### config.mk
export PLATFORM = sky130hd
export DESIGN_NAME = roba_dot_acc
export DESIGN_NICKNAME = d
export VERILOG_FILES = /design/src/rtl/roba_pkg.sv /design/src/rtl/roba_sat_add.sv /design/src/rtl/roba_dot_acc.sv
export SDC_FILE = /design/constraint.sdc
export NUM_CORES = 1
export LEC_CHECK = 0
export BUFFER_PORTS_ARGS = -buffer_cell sky130_fd_sc_hd__buf_2
export CORE_UTILIZATION = 50
export CTS_CLUSTER_DIAMETER = 100
export DETAILED_ROUTE_END_ITERATION = 7
export PLACE_DENSITY = 0.72
export SYNTH_ARGS = -nofsm -noshare
export SYNTH_HDL_FRONTEND = slang
export SYNTH_SLANG_ARGS = --single-unit
### constraint.sdc
create_clock -name clk -period 3.3 [get_ports clk]
set_clock_uncertainty 0.15 [all_clocks]
set_input_delay 0.495 -clock clk [delete_from_list [all_inputs] [get_ports clk]]
set_output_delay 0.495 -clock clk [all_outputs]
set_load 0.02 [all_outputs]
### src/rtl/roba_pkg.sv
// Shared constants and state type for the ROBA multiplier / dot-product blocks.
package roba_pkg;

  localparam int unsigned ROBA_PW    = 32;
  localparam int unsigned ROBA_AW    = 40;
  localparam int unsigned ROBA_LEN_W = 8;

  typedef enum logic [1:0] {
    ST_IDLE = 2'd0,
    ST_ACC  = 2'd1,
    ST_DONE = 2'd2
  } roba_state_t;

endpackage

### src/rtl/roba_sat_add.sv
// Combinational AW-bit unsigned saturating adder; sat flags a clamped result.
module roba_sat_add
  import roba_pkg::*;
#(
  parameter int unsigned AW = ROBA_AW
) (
  input  logic [AW-1:0] a,
  input  logic [AW-1:0] b,
  output logic [AW-1:0] sum,
  output logic          sat
);

  logic [AW:0] full;

  assign full = {1'b0, a} + {1'b0, b};
  assign sat  = full[AW];
  assign sum  = sat ? '1 : full[AW-1:0];

endmodule

### src/rtl/roba_dot_acc.sv
// Saturating reduction stage of the dot-product engine: sums a run of len products.
module roba_dot_acc
  import roba_pkg::*;
#(
  parameter int unsigned PW    = ROBA_PW,
  parameter int unsigned AW    = ROBA_AW,
  parameter int unsigned LEN_W = ROBA_LEN_W
) (
  input  logic             clk,
  input  logic             rst_n,
  input  logic             start,
  input  logic [LEN_W-1:0] len,
  input  logic             abort,
  input  logic [PW-1:0]    p_in,
  input  logic             p_valid,
  output logic             p_ready,
  output logic [AW-1:0]    acc_out,
  output logic             acc_valid,
  input  logic             acc_ready,
  output logic             busy,
  output logic             ovf
);

  roba_state_t      state, state_nx;
  logic [AW-1:0]    acc;
  logic [AW-1:0]    add_sum;
  logic             add_sat;
  logic [LEN_W-1:0] cnt;
  logic             take_start;
  logic             beat;
  logic             last;

  // abort blocks acceptance in the same cycle, so it gates p_ready directly
  assign p_ready    = (state == ST_ACC) && !abort;
  assign beat       = p_ready && p_valid;
  assign last       = beat && (cnt == LEN_W'(1));
  assign take_start = (state == ST_IDLE) && start && !abort;
  assign acc_valid  = (state == ST_DONE);
  assign busy       = (state != ST_IDLE);

  roba_sat_add #(.AW(AW)) u_sat_add (
    .a   (acc),
    .b   (AW'(p_in)),
    .sum (add_sum),
    .sat (add_sat)
  );

  always_ff @(posedge clk or negedge rst_n) begin
    if (!rst_n) state <= ST_IDLE;
    else        state <= state_nx;
  end

  always_comb begin
    state_nx = state;
    unique case (state)
      ST_IDLE: if (take_start) state_nx = (len == '0) ? ST_DONE : ST_ACC;
      ST_ACC: begin
        if (abort)     state_nx = ST_IDLE;
        else if (last) state_nx = ST_DONE;
      end
      ST_DONE: if (abort || acc_ready) state_nx = ST_IDLE;
      default: state_nx = ST_IDLE;
    endcase
  end

  // acc_out only moves on a completed run, so aborts leave the last result visible
  always_ff @(posedge clk or negedge rst_n) begin
    if (!rst_n) begin
      acc     <= '0;
      cnt     <= '0;
      acc_out <= '0;
      ovf     <= 1'b0;
    end else if (take_start) begin
      acc <= '0;
      cnt <= len;
      ovf <= 1'b0;
      if (len == '0) acc_out <= '0;
    end else if (beat) begin
      acc <= add_sum;
      cnt <= cnt - LEN_W'(1);
      if (add_sat) ovf <= 1'b1;
      if (last)    acc_out <= add_sum;
    end
  end

endmodule

==> results.json, run 1 <==
{
  "status": "completed",
  "n_antenna_cell": 0,
  "yosysWarnings": 0,
  "grt_pass1_vias": 5249,
  "finalCritPeriodShare": 0.948,
  "crit_family": "compound AO/OA/AOI/OAI gates",
  "fmax_mhz": 320,
  "drtPass1Iterations": 5,
  "yosys.area.top_type": "dfrtp_1",
  "antenna_found_initial": 0,
  "wl_met3_um": 641,
  "synth_seq_area_share": 0.401,
  "cts-root-buf": "clkbuf_16",
  "min_path_type": "in -> async",
  "clk_latency_ns": 0.35,
  "stdcell_area_mm2": 0.00683,
  "crit_path_end_kind": "register",
  "worstMarginPinSlew_ns": 0.698,
  "post_dp_cell_area_mm2": 0.00646,
  "die_h_um": 109,
  "cts_setup_buffers": 0,
  "worstSetupPathType": "reg -> reg",
  "report.final.slew_viol_count": 0,
  "grt_usage": 0.267,
  "synthTopCellsByCount": "o21ai_0 (92), dfrtp_1 (91), nand2_1 (83), nor2_1 (60), a21oi_1 (42)",
  "met2WireLength_mm": 6.78,
  "setup_violations": 0,
  "critical_path.max_fanout": 3,
  "wl_mm": 14.7,
  "layout.nets": 845,
  "htreeDepth": 3,
  "synth_top_area_frac": 0.401,
  "wl_per_cell_um": 16.2,
  "cts_tree": "built",
  "met1_length_mm": 7.15,
  "dp_cells": 892,
  "cp_num_buf_inv": 0,
  "finalHoldViolCount": 0,
  "crit_path_frequent_cell": "o21ai_0",
  "r2r_cells": 11,
  "vias": 5315,
  "grt_overflow": 0,
  "vdd_drop_max_uv": 290,
  "ff2ff_setup_slack_ns": 0.17,
  "cts_inserted_buffers": 9,
  "ys_ff_latch": 91,
  "netlist-cell-type-count": 66,
  "async_reset_ff_frac": 1.00,
  "cap_violations": 0,
  "finalNonFillerCells": 909,
  "powerDensity_mw_per_mm2": 649,
  "leakagePower_nw": 3.32,
  "gp_congestion": 0.902,
  "drive_above_1_share": 0.212,
  "remaining_drc_errors": 0,
  "cp-start-kind": "register",
  "slowest_delay_ns": 0.45,
  "numPortBuffers": 89,
  "cp_cell_sequence": "ha_1 -> fa_1 -> a211oi_2 -> o21ai_0 -> a31oi_1 -> o21bai_1 -> a31o_2 -> a21oi_1 -> xnor2_1 -> nor2_1 -> o21ai_0",
  "whs_ns": 0.0208,
  "slew_headroom": 0.534,
  "die_w_um": 109,
  "core_area_mm2": 0.0109,
  "cp_slowest_cell": "fa_1",
  "tns_ns": 0,
  "drt_iter0_drc": 362,
  "rsz0062_at_grt": "false",
  "dp_hpwl_mm": 10.3,
  "start_util": 0.519,
  "synth_area_mm2": 0.00568,
  "yosysMostFrequentCell": "o21ai_0",
  "ant_nets": 0,
  "worstPathRequired_ns": 3.41,
  "path_clk_slew_ns": 0.07,
  "grt_max_degree": 92,
  "drt-vias-per-instance": 5.85,
  "num_rows": 38,
  "area_delta_synth_final_pct": 20.2,
  "avgSynthCellArea_um2": 8.62,
  "numClockSinks": 91,
  "holdBufCountCts": 0,
  "postSynthCellCount": 659,
  "synth_area_leaders": "dfrtp_1 (40%), o21ai_0 (8.1%), ha_1 (7.5%)",
  "dieArea_mm2": 0.0118,
  "synth_edf_count": 0,
  "fin_crit_ns": 3.13,
  "ios": 90,
  "arrival_ns": 3.23,
  "cts_buffer_depth": 2,
  "syn_nets": 740,
  "grt_pass1_wl_mm": 24.8,
  "reg2reg_from": "acc[0]",
  "yosys_most_used_dff": "dfrtp_1",
  "highest_layer": "met4",
  "r2r-end": "acc[20]",
  "power.total_mw": 4.43,
  "startpoint": "acc[0]"
}
## logic make-up (layout without fill, tap and decap cells)
group / Yosys count / in the layout / share of synthesized area
AOI/OAI and AO/OA: 204 / 204 / 0.220
and+or+nand+nor: 252 / 253 / 0.213
DFF: 91 / 91 / 0.401
buffers and inverters: 41 / 150 / 0.0300
adders and majority gates: 35 / 35 / 0.0784
muxes: 5 / 5 / 0.00881
xor gates and xnor gates: 31 / 31 / 0.0491
## metrics by stage
stage | util | setup slack [ns]
CTS | 0.623 | 0.0782
floorplan | - | 0.368
global placement | 0.591 | -0.0596
detailed placement | 0.591 | -0.238
finish | 0.624 | 0.172
global route | 0.624 | 0.00750
## layer usage
| metal | GRT usage | vias up |
|---|---|---|
| li1 | - | 2586 |
| met4 | 0.0898 | 0 |
| met2 | 0.416 | 146 |
| met1 | 0.376 | 2568 |
| met5 | 0 | - |
| met3 | 0.0422 | 15 |
## cell type report
class / count / area (µm²)
Timing Repair Buffer: 125 / 731
Inverter: 9 / 33.8
Sequential cell: 91 / 2280
Clock inverter: 6 / 111
Clock buffer: 10 / 229
Tap cell: 140 / 175
Fill cell: 948 / 4110
Multi-Input combinational cell: 528 / 3270
## worst max path at each step
stage | endpoint | depth (start not counted) | slack [ns]
after global placement | acc[37] | 12 | -0.06
after CTS | acc[20] | 11 | 0.08
after global routing | acc[36] | 12 | 0.008
after floorplan | acc_out[20] | 11 | 0.37
final | acc[20] | 11 | 0.17
after detailed placement | acc[37] | 12 | -0.24
## timing repair
| action | 4_1_cts | 5_1_grt |
|---|---|---|
| gates cloned | 1 | 0 |
| setup endpoints to repair | 2 | 33 |
| pin swaps | 1 | 3 |
| gates resized for setup | 1 | 4 |
## cell usage in the layout (no fill, tap or decap), types with 6 or more instances in the layout
master / n
a211oi_1: 6
a21o_1: 14
a21oi_1: 42
and3_1: 9
buf_2: 88
buf_4: 36
clkbuf_16: 9
dfrtp_1: 91
ha_1: 34
inv_1: 9
nand2_1: 82
nand3_1: 38
nor2_1: 60
nor3_1: 16
o21ai_0: 92
xnor2_1: 18
xor2_1: 12
## report_power, final
group	internal (mW)	total, mW	leakage (nW)	switching (mW)
clock network	0.742	1.20	0.163	0.455
registers	1.32	1.45	1.23	0.130
logic	0.735	1.79	1.93	1.05
## state kept, by name, summed over array words and instances (netlist names)
register / cells
acc_out: 40
ovf: 1
cnt: 8
state: 2
acc: 40
Note: power is estimated with default switching activity, not from simulation.
==> run 2: changes to the inputs <==
--- a/config.mk
+++ b/config.mk
@@ -6,6 +6,8 @@
 export NUM_CORES = 1
 export LEC_CHECK = 0
 export BUFFER_PORTS_ARGS = -buffer_cell sky130_fd_sc_hd__buf_2
+export CAP_MARGIN = 30
+export CORE_ASPECT_RATIO = 1.1
 export CORE_UTILIZATION = 50
 export CTS_CLUSTER_DIAMETER = 100
 export DETAILED_ROUTE_END_ITERATION = 7
==> results.json, run 2 (synthesis results as in run 1) <==
{
  "whs_ns": -0.00789,
  "drive_above_1_share": 0.216,
  "holdBufCountCts": 0,
  "worstPathRequired_ns": 3.40,
  "htreeDepth": 3,
  "crit_path_end_kind": "register",
  "cap_violations": 0,
  "ios": 90,
  "min_path_type": "in -> async",
  "n_antenna_cell": 0,
  "worstMarginPinSlew_ns": 0.767,
  "drtPass1Iterations": 5,
  "gp_congestion": 0.890,
  "fmax_mhz": 323,
  "ff2ff_setup_slack_ns": 0.20,
  "clk_latency_ns": 0.35,
  "critical_path.max_fanout": 7,
  "fin_crit_ns": 3.10,
  "grt_pass1_vias": 5210,
  "status": "complete, but fails checks",
  "wl_per_cell_um": 16.5,
  "cts_inserted_buffers": 9,
  "dp_hpwl_mm": 10.4,
  "numClockSinks": 91,
  "cts-root-buf": "clkbuf_16",
  "start_util": 0.516,
  "die_h_um": 114,
  "wl_mm": 15.1,
  "vdd_drop_max_uv": 347,
  "drt_iter0_drc": 312,
  "vias": 5358,
  "num_rows": 40,
  "dieArea_mm2": 0.0118,
  "grt_max_degree": 75,
  "slew_headroom": 0.484,
  "grt_overflow": 0,
  "antenna_found_initial": 0,
  "cp-start-kind": "register",
  "finalHoldViolCount": 9,
  "finalCritPeriodShare": 0.938,
  "tns_ns": 0,
  "final_common_cell": "o21ai_0",
  "powerDensity_mw_per_mm2": 621,
  "drt-vias-per-instance": 5.83,
  "remaining_drc_errors": 0,
  "cts_buffer_depth": 2,
  "leakagePower_nw": 3.32,
  "arrival_ns": 3.20,
  "worstSetupPathType": "reg -> reg",
  "rsz0062_at_grt": "true",
  "numPortBuffers": 89,
  "core_area_mm2": 0.0110,
  "mostFrequentLayoutCells": "o21ai_0 (92), dfrtp_1 (91), buf_2 (88)",
  "grt_usage": 0.266,
  "grt_pass1_wl_mm": 25.1,
  "area_delta_synth_final_pct": 19.9,
  "cts_tree": "built",
  "reg.largest.list": "acc (40), acc_out (40), cnt (8)",
  "setup_violations": 0,
  "die_w_um": 104,
  "layout.nets": 850,
  "failed_checks": "hold timing",
  "ant_nets": 0,
  "report.final.slew_viol_count": 0,
  "path_clk_slew_ns": 0.06
}
-- run 2: changes by cell type in the layout (fill, tap and decap cells not counted), sizes merged --
cell,delta
bufinv,-3
clkinv,+2
clkinvlp,-1
buf,+4
nor2,+1
-- run 2: final cells by class --
class	instances	area, µm²
timing repair buffer	129	764
inverter	9	33.8
tap	147	184
clock inverter	4	27.5
sequential	91	2280
multi-input combinational	529	3280
fill	993	4200
clock buffer	10	239
-- run 2: through the flow --
step | instance area (µm²) | worst slack [ns] | power [mW] | cells | utilization
after floorplan | 5680 | 0.368 | 2.66 | 659 | -
after global placement | 6490 | -0.224 | 3.19 | 902 | 0.589
after detailed placement | 6490 | -0.231 | 3.24 | 902 | 0.589
after CTS | 6760 | 0.00277 | 4.21 | 917 | 0.614
after global routing | 6810 | -0.00474 | 4.52 | 919 | 0.618
final | 6810 | 0.204 | 4.23 | 919 | 0.618
-- run 2: layer usage --
metal	global-route usage	vias to the layer above	share of wire
met3	0.0394	17	0.050
met1	0.350	2567	0.45
met4	0.0889	0	0.018
li1	-	2606	-
met5	0	-	0
met2	0.453	168	0.48
-- run 2: power by group --
group | switching, mW | internal (mW) | total [mW]
Sequential | 0.129 | 1.32 | 1.45
Combinational | 1.07 | 0.754 | 1.82
Clock | 0.435 | 0.524 | 0.959
Total | 1.63 | 2.60 | 4.23
-- run 2: final timing paths --
path | startpoint | end | depth (start not counted)
min in group clk | abort | state[1] | 2
worst max register to register | acc[0] | acc[36] | 12
worst max-delay path | acc[0] | acc[36] | 12
max in group asynchronous | rst_n | acc_out[34] | 2
worst min-delay path | rst_n | acc_out[12] | 1
worst min register to register | acc_out[26] | acc_out[26] | 2
-- run 2: timing repair --
| item | CTS | global route |
|---|---|---|
| setup buffers | 0 | 0 |
| resized for setup | 0 | 6 |
| cloned | 1 | 1 |
| pin swaps | 0 | 1 |
| endpoints found under the hold margin | 0 | 0 |
| setup endpoints to repair | 2 | 14 |
-- run 2: worst max-delay path: stages, from the launching register on --
cell and delay (ns):
dfrtp_1 0.39, ha_1 0.23, fa_1 0.42, a211oi_2 0.27, o211ai_1 0.16, nand3_1 0.11, a21boi_1 0.09, o21ai_1 0.21
o211a_4 0.26, buf_4 0.19, nor3_2 0.06, and3_1 0.21, a311oi_1 0.25
==> run 3: changes to the inputs <==
--- a/config.mk
+++ b/config.mk
@@ -7,11 +7,11 @@
 export LEC_CHECK = 0
 export BUFFER_PORTS_ARGS = -buffer_cell sky130_fd_sc_hd__buf_2
 export CAP_MARGIN = 30
-export CORE_ASPECT_RATIO = 1.1
 export CORE_UTILIZATION = 50
 export CTS_CLUSTER_DIAMETER = 100
 export DETAILED_ROUTE_END_ITERATION = 7
-export PLACE_DENSITY = 0.72
+export GPL_ROUTABILITY_DRIVEN = 0
+export PLACE_DENSITY = 0.78
 export SYNTH_ARGS = -nofsm -noshare
 export SYNTH_HDL_FRONTEND = slang
 export SYNTH_SLANG_ARGS = --single-unit
==> results.json, run 3 (synthesis results as in run 1) <==
{
  "status": "completed",
  "fill_cells": 924,
  "path_clk_slew_ns": 0.06,
  "layout.nets": 839,
  "critical_path.max_fanout": 4,
  "slowest_delay_ns": 0.39,
  "cp_num_buf_inv": 1,
  "final_common_cell": "o21ai_0",
  "core_area_mm2": 0.0109,
  "slew_headroom": 0.260,
  "drive_above_1_share": 0.202,
  "vias": 5344,
  "cp_cell_sequence": "ha_1 -> buf_4 -> a21oi_1 -> nor2_1 -> or3_1 -> o31ai_1 -> a21oi_1 -> o41ai_2 -> xnor2_1 -> nor2_1 -> o21ai_0",
  "worstMarginPinSlew_ns": 1.11,
  "die_h_um": 109,
  "area_delta_synth_final_pct": 18.9,
  "holdBufCountCts": 0,
  "cp-start-kind": "register",
  "cts_setup_buffers": 0,
  "internal_power_mw": 2.71,
  "numPortBuffers": 89,
  "powerDensity_mw_per_mm2": 641,
  "dp_hpwl_mm": 10.1,
  "wl_mm": 14.5,
  "clk_latency_ns": 0.35,
  "drtPass1Iterations": 5,
  "grt_usage": 0.261,
  "grt_pass1_vias": 5166,
  "grt_pass1_wl_mm": 24.3,
  "report.final.slew_viol_count": 0,
  "crit_family": "compound AO/OA/AOI/OAI gates",
  "met1_usage": 0.347,
  "die_w_um": 109,
  "cts_tree": "built",
  "cts_buffer_depth": 2,
  "crit_path_end_kind": "register",
  "drt_iter0_drc": 324,
  "remaining_drc_errors": 0,
  "grt_max_degree": 92,
  "ant_nets": 0,
  "wl_per_cell_um": 16.1,
  "n_antenna_cell": 0,
  "dieArea_mm2": 0.0118,
  "ios": 90,
  "cts-root-buf": "clkbuf_16",
  "worstPathRequired_ns": 3.42,
  "start_util": 0.519,
  "rsz0062_at_grt": "false",
  "swShare": 0.373,
  "grt.met3_usage": 0.0380,
  "met2_usage": 0.429,
  "antenna_found_initial": 0,
  "pwr-share-clk": 0.258,
  "numClockSinks": 91,
  "arrival_ns": 3.13,
  "leakagePower_nw": 3.29,
  "cts_inserted_buffers": 9,
  "worstSetupPathType": "reg -> reg",
  "p_comb_frac": 0.407,
  "mostFrequentLayoutCells": "o21ai_0 (92), dfrtp_1 (91), buf_2 (88)",
  "fmax_mhz": 332,
  "cap_violations": 0,
  "num_rows": 38,
  "top_usage_layer": "met2",
  "finalHoldViolCount": 0,
  "dp_cells": 886,
  "min_path_type": "in -> async",
  "power_frac_seq": 0.335,
  "power.total_mw": 4.32,
  "p_sw_mw": 1.61,
  "reg.largest.list": "acc (40), acc_out (40), cnt (8)",
  "cp_slowest_cell": "or3_1",
  "vdd_drop_max_uv": 333,
  "grt_overflow": 0,
  "drt-vias-per-instance": 5.92,
  "finalCritPeriodShare": 0.913,
  "fin_crit_ns": 3.01,
  "setup_violations": 0,
  "htreeDepth": 3,
  "finalNonFillerCells": 902
}
-- run 3: cell count changes in the layout (fill, tap and decap cells not counted), sizes merged --
cell / delta
buf: -10
bufinv: +2
clkbuf: +1
clkinv: -3
clkinvlp: +2
inv: -1
nor2: -1
-- run 3: per-stage QoR --
| stage | area (µm²) | setup TNS (ns) | util | setup WS (ns) | hold WS (ns) |
|---|---|---|---|---|---|
| 2_1_floorplan | 5680 | 0 | - | 0.368 | 0.0494 |
| 3_3_place_gp | 6410 | -0.236 | 0.586 | -0.0496 | 0.310 |
| 3_5_place_dp | 6410 | -8.06 | 0.586 | -0.202 | 0.316 |
| 4_1_cts | 6730 | 0 | 0.615 | 0.0423 | 0.0594 |
| 5_1_grt | 6750 | 0 | 0.617 | 0.0240 | 0.0911 |
| 6_report | 6750 | 0 | 0.617 | 0.288 | 0.0203 |
-- run 3: path summary, 6_finish.rpt --
check	startpoint	end	slack (ns)	cells past startpoint
setup / recovery	acc[14]	acc_out[29]	0.29	11
hold / removal	rst_n	acc_out[11]	0.02	2
setup reg to reg	acc[14]	acc_out[29]	0.29	11
hold reg to reg	acc_out[21]	acc_out[21]	0.33	2
max in group asynchronous	rst_n	acc[33]	2.57	2
min in group clk	abort	state[1]	0.16	2
-- run 3: worst reg2reg max path, stage by stage (launching register included) --
cell     delay, ns
dfrtp_1       0.38
ha_1          0.33
buf_4         0.17
a21oi_1       0.25
nor2_1        0.06
or3_1         0.39
o31ai_1       0.37
a21oi_1       0.18
o41ai_2       0.27
xnor2_1       0.16
nor2_1        0.07
o21ai_0       0.17
-- run 3: area by class of cell --
| type | instances | area [µm²] | area share |
|---|---|---|---|
| multi-input combinational | 528 | 3260 | 0.483 |
| tap | 140 | 175 | 0.0259 |
| clock buffer | 11 | 243 | 0.0360 |
| inverter | 9 | 33.8 | 0.00500 |
| clock inverter | 4 | 75.1 | 0.0111 |
| sequential | 91 | 2280 | 0.337 |
| timing repair buffer | 119 | 686 | 0.102 |
-- run 3: what timing repair did --
action	in CTS	in global routing
resized for setup	0	4
setup endpoints to repair	0	71
hold endpoints to repair	0	0
-- run 3: layer usage --
metal | routed length, µm | part of all wire | vias up
li1 | - | - | 2577
met1 | 6640 | 0.46 | 2561
met2 | 6790 | 0.47 | 184
met3 | 782 | 0.054 | 22
met4 | 314 | 0.022 | 0
met5 | 0 | 0 | -
-- run 3: power by group through the flow --
stage,Sequential [mW],Combinational [mW],Clock (mW)
floorplan,1.53,1.13,0
global placement,1.46,1.67,0
detailed placement,1.46,1.72,0
CTS,1.45,1.74,1.13
global route,1.47,1.97,1.16
finish,1.45,1.76,1.12
